`config.mk`:
```
export PLATFORM = sky130hd
export DESIGN_NAME = guess_core
export DESIGN_NICKNAME = d
export VERILOG_FILES = /design/src/rtl/guess_core.sv
export SDC_FILE = /design/constraint.sdc
export NUM_CORES = 1
export LEC_CHECK = 0
export CORE_AREA = 2 2 84 86
export CTS_CLUSTER_SIZE = 24
export DETAILED_ROUTE_END_ITERATION = 6
export DIE_AREA = 0 0 86 88
export GPL_TIMING_DRIVEN = 1
export MAX_ROUTING_LAYER = met4
export PLACE_DENSITY = 0.82
export SLEW_MARGIN = 0
export SYNTH_ARGS = -nofsm -noshare
export SYNTH_HDL_FRONTEND = slang
export SYNTH_SLANG_ARGS = --single-unit
export TNS_END_PERCENT = 100
```
`constraint.sdc`:
```
create_clock -name clk -period 4.1 [get_ports clk]
set_input_delay 0.615 -clock clk [delete_from_list [all_inputs] [get_ports clk]]
set_output_delay 0.615 -clock clk [all_outputs]
set_load 0.05 [all_outputs]
```
`src/rtl/guess_core.sv`:
```
// Number-guessing game core: BCD guess entry, digit-serial MSD-first compare,
// per-round timer and guess budget, multi-round win/lose tracking.
module guess_core #(
    parameter int MAX_DIGITS  = 3,
    parameter int GUESS_LIMIT = 5,
    parameter int NUM_ROUNDS  = 3,
    parameter int TIME_LIMIT  = 99,
    localparam int TW = $clog2(TIME_LIMIT + 1),
    localparam int GW = $clog2(GUESS_LIMIT + 1),
    localparam int RW = $clog2(NUM_ROUNDS + 1)
) (
    input  logic                    clk,
    input  logic                    rst,
    input  logic                    start,
    input  logic                    tick,
    input  logic                    inc,
    input  logic                    next,
    input  logic                    confirm,
    input  logic [2:0]              active_digits,
    input  logic [4*MAX_DIGITS-1:0] target,
    output logic [4*MAX_DIGITS-1:0] guess,
    output logic [2:0]              cursor,
    output logic [1:0]              hint,
    output logic [GW-1:0]           guesses_left,
    output logic [RW-1:0]           round,
    output logic [TW-1:0]           timer,
    output logic [1:0]              status,
    output logic                    busy
);

    typedef enum logic [2:0] {S_IDLE, S_PLAY, S_CHECK, S_WIN, S_LOSE} state_t;

    state_t                  r_state,  w_stateNext;
    logic [2:0]              r_digits, w_digitsNext;
    logic [2:0]              r_cursor, w_cursorNext;
    logic [2:0]              r_idx,    w_idxNext;
    logic [4*MAX_DIGITS-1:0] r_target, w_targetNext;
    logic [4*MAX_DIGITS-1:0] r_guess,  w_guessNext;
    logic [1:0]              r_hint,   w_hintNext;
    logic [GW-1:0]           r_left,   w_leftNext;
    logic [RW-1:0]           r_round,  w_roundNext;
    logic [TW-1:0]           r_timer,  w_timerNext;

    logic [TW-1:0] w_timerDec;
    logic [GW-1:0] w_leftDec;
    logic [RW-1:0] w_roundInc;
    logic [3:0]    w_gDig, w_tDig, w_curDig;
    logic [2:0]    w_clamped;

    always_comb begin
        w_gDig     = r_guess[4*r_idx +: 4];
        w_tDig     = r_target[4*r_idx +: 4];
        w_curDig   = r_guess[4*r_cursor +: 4];
        w_timerDec = (tick && r_timer != '0) ? r_timer - TW'(1) : r_timer;
        w_leftDec  = r_left - GW'(1);
        w_roundInc = r_round + RW'(1);
        if (active_digits == 3'd0)
            w_clamped = 3'd1;
        else if (active_digits > 3'(MAX_DIGITS))
            w_clamped = 3'(MAX_DIGITS);
        else
            w_clamped = active_digits;
    end

    always_ff @(posedge clk or posedge rst) begin
        if (rst) begin
            r_state  <= S_IDLE;
            r_digits <= 3'd1;
            r_cursor <= '0;
            r_idx    <= '0;
            r_target <= '0;
            r_guess  <= '0;
            r_hint   <= 2'b00;
            r_left   <= GW'(GUESS_LIMIT);
            r_round  <= '0;
            r_timer  <= TW'(TIME_LIMIT);
        end else begin
            r_state  <= w_stateNext;
            r_digits <= w_digitsNext;
            r_cursor <= w_cursorNext;
            r_idx    <= w_idxNext;
            r_target <= w_targetNext;
            r_guess  <= w_guessNext;
            r_hint   <= w_hintNext;
            r_left   <= w_leftNext;
            r_round  <= w_roundNext;
            r_timer  <= w_timerNext;
        end
    end

    always_comb begin
        w_stateNext  = r_state;
        w_digitsNext = r_digits;
        w_cursorNext = r_cursor;
        w_idxNext    = r_idx;
        w_targetNext = r_target;
        w_guessNext  = r_guess;
        w_hintNext   = r_hint;
        w_leftNext   = r_left;
        w_roundNext  = r_round;
        w_timerNext  = r_timer;
        if (start) begin
            w_stateNext  = S_PLAY;
            w_digitsNext = w_clamped;
            w_targetNext = target;
            w_guessNext  = '0;
            w_cursorNext = '0;
            w_idxNext    = '0;
            w_hintNext   = 2'b00;
            w_leftNext   = GW'(GUESS_LIMIT);
            w_roundNext  = '0;
            w_timerNext  = TW'(TIME_LIMIT);
        end else begin
            case (r_state)
                S_PLAY: begin
                    w_timerNext = w_timerDec;
                    if (inc)
                        w_guessNext[4*r_cursor +: 4] = (w_curDig >= 4'd9) ? 4'd0 : w_curDig + 4'd1;
                    if (next)
                        w_cursorNext = (r_cursor == r_digits - 3'd1) ? 3'd0 : r_cursor + 3'd1;
                    if (w_timerDec == '0) begin
                        w_stateNext = S_LOSE;
                    end else if (confirm) begin
                        w_stateNext = S_CHECK;
                        w_idxNext   = r_digits - 3'd1;
                    end
                end
                // First differing digit (MSD first) decides; an all-equal guess beats timer expiry.
                S_CHECK: begin
                    w_timerNext = w_timerDec;
                    if (w_gDig != w_tDig) begin
                        w_hintNext  = (w_gDig < w_tDig) ? 2'b01 : 2'b10;
                        w_leftNext  = w_leftDec;
                        w_stateNext = (w_leftDec == '0 || w_timerDec == '0) ? S_LOSE : S_PLAY;
                    end else if (r_idx == 3'd0) begin
                        w_hintNext  = 2'b11;
                        w_roundNext = w_roundInc;
                        if (w_roundInc == RW'(NUM_ROUNDS)) begin
                            w_stateNext = S_WIN;
                        end else begin
                            w_stateNext  = S_PLAY;
                            w_targetNext = target;
                            w_guessNext  = '0;
                            w_cursorNext = '0;
                            w_leftNext   = GW'(GUESS_LIMIT);
                            w_timerNext  = TW'(TIME_LIMIT);
                        end
                    end else begin
                        w_idxNext = r_idx - 3'd1;
                    end
                end
                default: ;
            endcase
        end
    end

    always_comb begin
        case (r_state)
            S_PLAY, S_CHECK: status = 2'b01;
            S_WIN:           status = 2'b10;
            S_LOSE:          status = 2'b11;
            default:         status = 2'b00;
        endcase
    end

    assign busy         = (r_state == S_CHECK);
    assign guess        = r_guess;
    assign cursor       = r_cursor;
    assign hint         = r_hint;
    assign guesses_left = r_left;
    assign round        = r_round;
    assign timer        = r_timer;

endmodule

```
==> impl_metrics.json <==
{
  "grt_first_pass_wirelength_microns": 13000,
  "tns_ps": 0,
  "reg2reg_depth": 10,
  "drv_cap": 0,
  "p_per_area_nw_per_um2": 604,
  "cp.required_ps": 4320,
  "grt_pass1_vias": 2858,
  "synthCells": 395,
  "path_cells": "mux2i_1, nor2_1, a21oi_1, nor2_1, ha_1, and4_1, a21oi_1, nor3_1, or4b_1, o22ai_1",
  "root_buffer": "clkbuf_8",
  "busiest_layer": "met2",
  "cts_buffer_depth": 2,
  "path_buf_inv": 0,
  "ys_seq_elements": 50,
  "cpPeakStageDelay_ps": 730,
  "cts_htree_levels": 2,
  "synth_cell_type_count": 63,
  "rsz0062_at_grt": "false",
  "critPathMaxFanout": 14,
  "grt_max_degree": 51,
  "first_pass_iters": 4,
  "cts-buffers-inserted": 5,
  "antenna_found_initial": 0,
  "io_pins": 54,
  "p_leak_uw": 0.00174,
  "hold_slack_ps": 476,
  "die_area_sq_um": 7570,
  "drtAntennaViolNets": 0,
  "remaining_drc_errors": 0,
  "grtUsageMet3": 0.0283,
  "die_w_microns": 86,
  "outcome": "finished clean",
  "fin_crit_ps": 3260,
  "vias": 2993,
  "place_ws_ps": 948,
  "cp-end-kind": "flop",
  "maxSlewHeadroom": 0.297,
  "postLayoutCellArea_sq_um": 3920,
  "synth_fp_nets": 436,
  "syn_area_sq_um": 3270,
  "cp_top_family": "simple AND/OR/NAND/NOR gates",
  "wl_per_cell_microns": 15.4,
  "vdd_drop_max_v": 0.000209,
  "critical_path_class": "reg2reg",
  "report.final.slew_viol_count": 0,
  "drive_gt1_frac": 0.0755,
  "place.gp.congestion": 0.954,
  "async_flop_share": 1.00,
  "wl_microns": 7940,
  "path_depth": 10,
  "drt_iter0_drc": 199,
  "cp_slowest_cell": "dfrtp_1",
  "nFillCells": 584,
  "crit_path_start_kind": "flop",
  "worstMarginPinSlew_ps": 1050,
  "gr-usage-met2": 0.378,
  "grt_use_total": 0.223,
  "placementRows": 30,
  "hold_depth": 2,
  "cts_tree": "built",
  "synth-edff-count": 0,
  "syn_to_final_growth_pct": 19.9,
  "placed_cell_area_sq_um": 3830,
  "portBuffers": 53,
  "die_h_microns": 88,
  "max_freq_mhz": 307,
  "via_per_inst": 5.79,
  "grt_remaining_overflow": 0,
  "post-cts-setup-buffers": 0,
  "fin_skew_ps": 9.84,
  "synth.yosys.seq_area_share": 0.385,
  "hold_path_class": "reg2reg",
  "clock_latency_ps": 310,
  "gr-usage-met1": 0.275,
  "min_period_over_period": 0.795,
  "cts.sinks": 50,
  "dp_hpwl_microns": 5860,
  "cp.arrival_ps": 3480,
  "synth_warnings": 0,
  "synth_ff_type": "dfrtp_1",
  "core_area_sq_um": 6640,
  "hold_buffers": 0,
  "hold_viol": 0,
  "start_util": 0.492,
  "cts_resized": 0,
  "setup_slack_ps": 841,
  "num-nets-final": 477,
  "clk_pin_slew_ps": 100,
  "finalSetupViolCount": 0,
  "synth.avg_cell_area_sq_um": 8.28,
  "n_antenna_cell": 0
}
cell usage after synthesis (3+ instances only):
cell type   n  area share
dfrtp_1    43        0.33
o21ai_0    27       0.041
xor2_1      3      0.0080
nor2b_1     7       0.013
o211ai_1    4      0.0092
mux2i_1    11       0.034
inv_1      25       0.029
o22ai_1    11       0.021
xnor2_1     4       0.011
nor3_1      8       0.012
a31oi_1     5      0.0096
mux2_2      3       0.010
nand2_1    78       0.090
ha_1       19       0.073
buf_2       3      0.0046
nor3b_1     3      0.0069
nand3_1     7       0.011
nand3b_1    3      0.0069
a21oi_1    17       0.026
dfstp_2     7       0.056
clkbuf_1   15       0.017
nor2_1     37       0.042
path summary, 6_finish.rpt:
check,start,to,slack [ps]
worst max-delay path,r_idx[1]$_DFFE_PP0P_,guess[1]$_DFFE_PP0P_,840
worst min-delay path,r_target[3]$_DFFE_PP0P_,r_target[3]$_DFFE_PP0P_,480
worst max register to register,r_idx[1]$_DFFE_PP0P_,guess[1]$_DFFE_PP0P_,840
worst min register to register,r_target[3]$_DFFE_PP0P_,r_target[3]$_DFFE_PP0P_,480
max in group asynchronous,rst,cursor[1]$_DFFE_PP0P_,2580
min in group asynchronous,rst,r_target[3]$_DFFE_PP0P_,880
cells in the final DEF, fill, tap and decap left out, types with 8 or more instances in the layout:
cell type        synthesis  layout
a21oi_1                 17      17
clkdlybuf4s50_1          0      53
dfrtp_1                 43      43
ha_1                    19      19
inv_1                   25      24
mux2i_1                 11      11
nand2_1                 78      78
nor2_1                  37      37
nor3_1                   8       8
o21ai_0                 27      27
o22ai_1                 11      11
area by class of cell:
type                       instances  area, sq um  share of cell area
clock buffer                       5         68.8              0.0176
sequential                        50         1260               0.321
multi-input combinational        298         1820               0.465
timing repair buffer              55          546               0.139
clock inverter                     3         25.0             0.00638
tap                               80          100              0.0255
inverter                          26         97.6              0.0249
registers in the layout, summed over array words and instances, names as in the netlist:
register and cells:
guess 12, timer 7, hint 2, r_idx 3, r_digits 3, round 2, cursor 3, guesses_left 3
r_state 3, r_target 12
tightest hold or removal path, delay by kind of cell, from the launching register on:
kind | cells | cell delay (ps)
simple gates | 2 | 100
flops | 1 | 350
layer usage:
layer | wire length (microns) | share of wire
met5 | 0 | 0
met4 | 155 | 0.020
met3 | 321 | 0.040
met2 | 4000 | 0.50
met1 | 3460 | 0.44
report_power, final:
part | internal (uW) | total (uW) | switching [uW]
clock | 124 | 301 | 177
sequential | 602 | 767 | 165
combinational | 486 | 1300 | 813
total | 1210 | 2370 | 1150
cell families (layout without fill, tap and decap cells):
kind of cell,Yosys count,after routing,share of synthesized area
flip-flops,50,50,0.385
XOR/XNOR,7,7,0.0187
AND/OR/NAND/NOR,166,166,0.238
multiplexers,16,16,0.0509
AO/OA/AOI/OAI,90,90,0.177
buffers and inverters,47,89,0.0574
adder cells (fa/ha/maj),19,19,0.0727
through the flow:
stage / instances / total power, uW / utilization
floorplan: 395 / 1710 / -
global placement: 509 / 2010 / 0.576
detailed placement: 509 / 2050 / 0.576
CTS: 517 / 2360 / 0.590
global route: 517 / 2530 / 0.590
finish: 517 / 2370 / 0.590
(Power assumes the default switching activity.)
